==> config.mk <==
export PLATFORM = sky130hd
export DESIGN_NAME = sha1_msg_padder
export DESIGN_NICKNAME = d
export VERILOG_FILES = /design/src/rtl/sha1_pkg.sv /design/src/rtl/sha1_pad_word.sv /design/src/rtl/sha1_msg_padder.sv
export SDC_FILE = /design/constraint.sdc
export NUM_CORES = 1
export LEC_CHECK = 0
export CORE_MARGIN = 2
export CORE_UTILIZATION = 40
export CTS_BUF_LIST = sky130_fd_sc_hd__clkbuf_8
export CTS_CLUSTER_SIZE = 24
export DETAILED_ROUTE_END_ITERATION = 10
export PLACE_DENSITY_LB_ADDON = 0.08
export SYNTH_ARGS = -nofsm -noshare
export SYNTH_HDL_FRONTEND = slang
export SYNTH_SLANG_ARGS = --single-unit
==> constraint.sdc <==
create_clock -name CLK -period 6.4 [get_ports CLK]
set_input_delay 1.6 -clock CLK [delete_from_list [all_inputs] [get_ports CLK]]
set_output_delay 1.6 -clock CLK [all_outputs]
set_load 0.01 [all_outputs]
==> src/rtl/sha1_pkg.sv <==
// Shared types and constants for the SHA-1 message padder.
package sha1_pkg;

  typedef enum logic [1:0] {
    FILL,
    EMIT,
    WAIT,
    TAIL
  } state_t;

  localparam int WORD_W        = 32;
  localparam int BLOCK_W       = 512;
  localparam int WORDS_PER_BLK = 16;
  localparam logic [7:0] PAD_BYTE = 8'h80;
  localparam int LEN_WORD_HI   = 14;
  localparam int LEN_WORD_LO   = 15;

endpackage

==> src/rtl/sha1_pad_word.sv <==
// Combinational tail-word formatter: optional byte swap, keeps the first nbytes bytes,
// puts 0x80 right after them and zeroes the rest.
module sha1_pad_word
  import sha1_pkg::*;
(
  input  logic [WORD_W-1:0] word,
  input  logic [2:0]        nbytes,
  input  logic              swap,
  output logic [WORD_W-1:0] padded
);

  logic [WORD_W-1:0] ordered;

  always_comb begin
    ordered = swap ? {word[7:0], word[15:8], word[23:16], word[31:24]} : word;
    padded  = '0;
    for (int b = 0; b < 4; b++) begin
      if (3'(b) < nbytes) begin
        padded[31-8*b -: 8] = ordered[31-8*b -: 8];
      end else if (3'(b) == nbytes) begin
        padded[31-8*b -: 8] = PAD_BYTE;
      end
    end
  end

endmodule

==> src/rtl/sha1_msg_padder.sv <==
// Streams 32-bit message words into padded 512-bit SHA-1 blocks, one core run per block.
// Define SHA1_PAD_BYTE_SWAP_EN to accept little-endian input words.
module sha1_msg_padder
  import sha1_pkg::*;
#(
  parameter int unsigned LEN_W = 64
) (
  input  logic               CLK,
  input  logic               nRST,
  input  logic               IN_VALID,
  output logic               IN_READY,
  input  logic [WORD_W-1:0]  IN_DATA,
  input  logic               IN_LAST,
  input  logic [2:0]         IN_BYTES,
  output logic [BLOCK_W-1:0] BLK_OUT,
  output logic               BLK_START,
  output logic               BLK_FIRST,
  output logic               BLK_LAST,
  input  logic               CORE_DONE,
  output logic               BUSY
);

`ifdef SHA1_PAD_BYTE_SWAP_EN
  localparam logic SWAP = 1'b1;
`else
  localparam logic SWAP = 1'b0;
`endif

  state_t            state_q, state_d;
  logic [WORD_W-1:0] buf_q [WORDS_PER_BLK];
  logic [WORD_W-1:0] buf_d [WORDS_PER_BLK];
  logic [3:0]        idx_q, idx_d;
  logic [LEN_W-1:0]  len_q, len_d;
  logic              first_q, first_d;
  logic              blk_first_q, blk_first_d;
  logic              blk_last_q, blk_last_d;
  logic              tail_q, tail_d;
  logic              pad_tail_q, pad_tail_d;
  logic              busy_q, busy_d;

  logic              hs;
  logic [2:0]        nbytes;
  logic [2:0]        pad_nbytes;
  logic              last_full;
  logic [4:0]        pad_idx;
  logic [LEN_W-1:0]  len_last;
  logic [63:0]       len_last_w;
  logic [63:0]       len_q_w;
  logic [WORD_W-1:0] in_word_padded;

  assign IN_READY   = (state_q == FILL) & nRST;
  assign hs         = IN_VALID & IN_READY;
  assign nbytes     = (IN_BYTES > 3'd4) ? 3'd4 : IN_BYTES;
  // Non-final words pass through untouched by asking for all four bytes.
  assign pad_nbytes = IN_LAST ? nbytes : 3'd4;
  assign last_full  = (nbytes == 3'd4);
  assign pad_idx    = {1'b0, idx_q} + {4'b0, last_full};
  assign len_last   = len_q + LEN_W'({nbytes, 3'b000});
  assign len_last_w = 64'(len_last);
  assign len_q_w    = 64'(len_q);

  sha1_pad_word u_pad_word (
    .word   (IN_DATA),
    .nbytes (pad_nbytes),
    .swap   (SWAP),
    .padded (in_word_padded)
  );

  always_comb begin
    state_d     = state_q;
    buf_d       = buf_q;
    idx_d       = idx_q;
    len_d       = len_q;
    first_d     = first_q;
    blk_first_d = blk_first_q;
    blk_last_d  = blk_last_q;
    tail_d      = tail_q;
    pad_tail_d  = pad_tail_q;
    busy_d      = busy_q;
    unique case (state_q)
      FILL: begin
        if (hs) begin
          busy_d        = 1'b1;
          buf_d[idx_q]  = in_word_padded;
          idx_d         = idx_q + 4'd1;
          if (!IN_LAST) begin
            len_d = len_q + LEN_W'(WORD_W);
            if (idx_q == 4'(WORDS_PER_BLK - 1)) begin
              state_d     = EMIT;
              blk_first_d = first_q;
              blk_last_d  = 1'b0;
              tail_d      = 1'b0;
              pad_tail_d  = 1'b0;
            end
          end else begin
            len_d       = len_last;
            state_d     = EMIT;
            blk_first_d = first_q;
            if (last_full && pad_idx < 5'(WORDS_PER_BLK)) begin
              buf_d[pad_idx[3:0]] = {PAD_BYTE, 24'h0};
            end
            if (pad_idx < 5'(LEN_WORD_HI)) begin
              buf_d[LEN_WORD_HI] = len_last_w[63:32];
              buf_d[LEN_WORD_LO] = len_last_w[31:0];
              blk_last_d = 1'b1;
              tail_d     = 1'b0;
              pad_tail_d = 1'b0;
            end else begin
              // No room for the length here: an extra block carries it.
              blk_last_d = 1'b0;
              tail_d     = 1'b1;
              pad_tail_d = (pad_idx == 5'(WORDS_PER_BLK));
            end
          end
        end
      end
      EMIT: begin
        first_d = 1'b0;
        state_d = WAIT;
      end
      WAIT: begin
        if (CORE_DONE) begin
          if (tail_q) begin
            state_d = TAIL;
          end else begin
            state_d = FILL;
            idx_d   = '0;
            buf_d   = '{default: '0};
            if (blk_last_q) begin
              len_d   = '0;
              first_d = 1'b1;
              busy_d  = 1'b0;
            end
          end
        end
      end
      TAIL: begin
        buf_d = '{default: '0};
        if (pad_tail_q) begin
          buf_d[0] = {PAD_BYTE, 24'h0};
        end
        buf_d[LEN_WORD_HI] = len_q_w[63:32];
        buf_d[LEN_WORD_LO] = len_q_w[31:0];
        blk_first_d = first_q;
        blk_last_d  = 1'b1;
        tail_d      = 1'b0;
        pad_tail_d  = 1'b0;
        state_d     = EMIT;
      end
      default: state_d = FILL;
    endcase
  end

  always_ff @(posedge CLK or negedge nRST) begin
    if (!nRST) begin
      state_q     <= FILL;
      buf_q       <= '{default: '0};
      idx_q       <= '0;
      len_q       <= '0;
      first_q     <= 1'b1;
      blk_first_q <= 1'b0;
      blk_last_q  <= 1'b0;
      tail_q      <= 1'b0;
      pad_tail_q  <= 1'b0;
      busy_q      <= 1'b0;
    end else begin
      state_q     <= state_d;
      buf_q       <= buf_d;
      idx_q       <= idx_d;
      len_q       <= len_d;
      first_q     <= first_d;
      blk_first_q <= blk_first_d;
      blk_last_q  <= blk_last_d;
      tail_q      <= tail_d;
      pad_tail_q  <= pad_tail_d;
      busy_q      <= busy_d;
    end
  end

  always_comb begin
    BLK_OUT = '0;
    for (int i = 0; i < WORDS_PER_BLK; i++) begin
      BLK_OUT[BLOCK_W-1-WORD_W*i -: WORD_W] = buf_q[i];
    end
  end

  assign BLK_START = (state_q == EMIT);
  assign BLK_FIRST = blk_first_q & ((state_q == EMIT) | (state_q == WAIT));
  assign BLK_LAST  = blk_last_q & ((state_q == EMIT) | (state_q == WAIT));
  assign BUSY      = busy_q;

endmodule

==> impl_metrics.toml <==
[critical_path]
rr_endpoint = "BLK_OUT[19]"
path_class = "in -> reg"
cp-startpoint = "IN_BYTES[2]"
required_ns = 6.93
reg2reg_depth = 7
reg2reg_slack_ns = 2.40
crit_fanout = 31
start_kind = "input pin"
crit_path_end = "BLK_OUT[195]"
rr_startpoint = "state_q[0]"
crit_path_end_kind = "flip-flop"
cp.arrival_ns = 5.50

[layout]
drive_gt1_frac = 0.0872
multi_input_area_sq_um = 12000
finalNetCount = 3760
regArea_sq_um = 14600
syn2layout_area_growth_pct = 31.1
fillers = 6310
fin_area_sq_um = 36300

[clocking]
ctsLongestPathBuffers = 3
cts_setup_buffers = 0
cts_root_buf = "clkbuf_8"
cts_tree = "yes"
clock_latency_ns = 0.72
cts_hold_buf = 0
post_cts_resized = 0
htreeDepth = 3
cts_sinks = 585
cts_buffers = 102
cts.clk_slew.worst_paths_ns = 0.06

[hold_path]
hp-class = "reg -> reg"

[floorplan]
die_width_microns = 267
io_pins = 557
die_area_sq_um = 71400
start_util = 0.404
row_count = 96
die_h_microns = 267
core_area_sq_um = 68600

[power_and_ir_drop]
power_density_nw_per_um2 = 415
swShare = 0.397
power_leakage_uw = 0.0151
comb_power_share = 0.416
p_int_uw = 9100
peakVddDrop_mv = 0.194
p_switching_uw = 6000
p_seq_frac = 0.355
clkPwrFrac = 0.230

[route]
route.met3.wl_microns = 11600
ant_nets = 0
routedLengthMet1_microns = 50800
routedWlPerCell_microns = 27.0
drc = 0
drt-initial-drc-count = 2854
maxUsedRoutingLayer = "met5"
viasPerCell = 5.82
drt-pass1-iter-count = 8
drt_wl_total_microns = 127000
met2_length_microns = 58000
vias = 27400

[timing]
min_period_ns = 4.96
max_slew_margin = 0.0884
finalMaxSlewViolations = 0
rsz0062_at_grt = "no"
finalSetupViolCount = 0
hold_viol_final = 0
skew_ns = 0.0293
worst_slew_pin_slew_ns = 1.37
finalCritPeriodShare = 0.775
timing.fmax_ghz = 0.202
fin_tns_setup_ns = 0

[placed_design]
placed_area_sq_um = 34300
routabilityCongestion = 0.971
dp_hpwl_microns = 87500
portBuffers = 556

[flow_run]
maxCapViolCount = 0

[global_route]
grt_pass1_vias = 26100
grt_util_all_layers = 0.349
grt_pass1_wl_microns = 183000
overflow = 0
grt_max_degree = 81
antenna_found_initial = 4

[outcome]
outcome = "completed"

[synth]
synthTopCellsByArea = "dfrtp_1 53%, nand2_1 13%, a21oi_1 8.8%"
synth_top_flop_cell = "dfrtp_1"
yosysWarnings = 0
ys_types = 80
async_reset_ff_frac = 1.00
synth_area_per_cell_sq_um = 8.56
synth.ff_latch_count = 585
ys_seq_area_frac = 0.528
synth_area_sq_um = 27700
synth_nets = 3292
synth-edff-count = 0
yosysTopAreaCell = "dfrtp_1"
synthCells = 3237
synth_top_area_share = 0.527
## worst min path at each step
stage / endpoint / from / cells past startpoint
floorplan: blk_first_q / blk_first_q / 2
global placement: blk_first_q / blk_first_q / 2
detailed placement: BUSY / BUSY / 2
CTS: blk_first_q / blk_first_q / 2
global route: BUSY / BUSY / 2
finish: BUSY / BUSY / 2
## cell type report
type                            instances  area share
Sequential cell                       585       0.403
Clock buffer                          127      0.0481
Inverter                               25     0.00258
Clock inverter                         55     0.00799
Timing Repair Buffer                  662       0.175
Multi-Input combinational cell       2329       0.331
Antenna cell                            3    0.000207
Tap cell                              931      0.0320
## cells in the final DEF, fill, tap and decap left out, drive strengths merged, types with 5 or more instances in the layout
cell           synthesis  routed
nand2                955     955
dfrtp                584     584
clkdlybuf4s50          0     555
a21oi                488     488
o21ai                138     138
nor2                 128     128
clkbuf               250     127
buf                   48     107
nand3                 66      66
inv                   25      61
nand4                 37      37
and2                  36      36
a211oi                35      35
and3                  34      34
a22oi                 34      34
nor3                  28      28
xnor2                 26      26
o211ai                26      26
nor4                  25      25
a31oi                 24      24
o31ai                 23      23
nor2b                 19      19
clkinv                 0      16
and4                  15      15
mux2i                 15      15
ha                    14      14
o22ai                 13      13
xor2                  13      13
a221oi                11      11
or4                   11      11
a222oi                10      10
a41oi                  9       9
o41ai                  9       9
or3                    9       9
a22o                   7       7
a221o                  6       6
o22a                   6       6
nand2b                 5       5
a21o                   5       5
## cell families after synthesis
logic type / Yosys count / share of synthesized area
buffers and inverters: 323 / 0.0455
AO/OA/AOI/OAI: 869 / 0.183
adder cells (fa/ha/maj): 15 / 0.00704
multiplexers: 18 / 0.00663
XOR/XNOR: 39 / 0.0123
AND/OR/NAND/NOR: 1388 / 0.218
flip-flops: 585 / 0.528
## per-layer routing
layer / up-vias / global-route usage
met5: - / 0
met4: 2 / 0.178
met3: 301 / 0.0854
met2: 1418 / 0.534
met1: 13700 / 0.460
li1: 12000 / -
## cells in the mapped netlist (all sizes together) (3+ instances only)
cell type  number
nand2         955
dfrtp         584
a21oi         488
clkbuf        250
o21ai         138
nor2          128
nand3          66
buf            48
nand4          37
and2           36
a211oi         35
a22oi          34
and3           34
nor3           28
o211ai         26
xnor2          26
inv            25
nor4           25
a31oi          24
o31ai          23
nor2b          19
and4           15
mux2i          15
ha             14
o22ai          13
xor2           13
a221oi         11
or4            11
a222oi         10
a41oi           9
o41ai           9
or3             9
a22o            7
a221o           6
o22a            6
a21o            5
nand2b          5
nand4b          4
or2             4
and4b           3
mux2            3
nor3b           3
nor4b           3
o31a            3
## stage by stage
stage	setup slack (ns)	hold slack, ns	instances	utilization	total power (uW)
3_3_place_gp	0.950	0.463	4532	0.500	11500
5_1_grt	1.26	0.509	4716	0.530	15800
4_1_cts	1.54	0.490	4714	0.530	15100
6_report	1.44	0.487	4717	0.530	15100
3_5_place_dp	0.780	0.468	4532	0.500	11600
2_1_floorplan	2.54	0.442	3237	-	8100
## registers in the layout (all words and copies together), names as in the netlist
signal and flops:
BLK_OUT 512, len_q 61, idx_q 4, state_q 2, BUSY 1, blk_first_q 1
blk_last_q 1, first_q 1, pad_tail_q 1, tail_q 1
## power by group through the flow
stage / sequential, uW / clock, uW / combinational, uW
final: 5350 / 3470 / 6280
after global routing: 5450 / 3690 / 6690
after CTS: 5350 / 3520 / 6240
after detailed placement: 5400 / 0 / 6220
after global placement: 5360 / 0 / 6150
after floorplan: 5660 / 0 / 2430
## worst max-delay path: stages
cell and delay [ns]:
clkdlybuf4s50_1 0.76, ha_1 0.45, ha_1 0.33, and3_1 0.28
nor4b_2 0.58, o21ai_0 0.44, a21oi_4 0.90, a21oi_1 0.13
(Power assumes the default switching activity.)
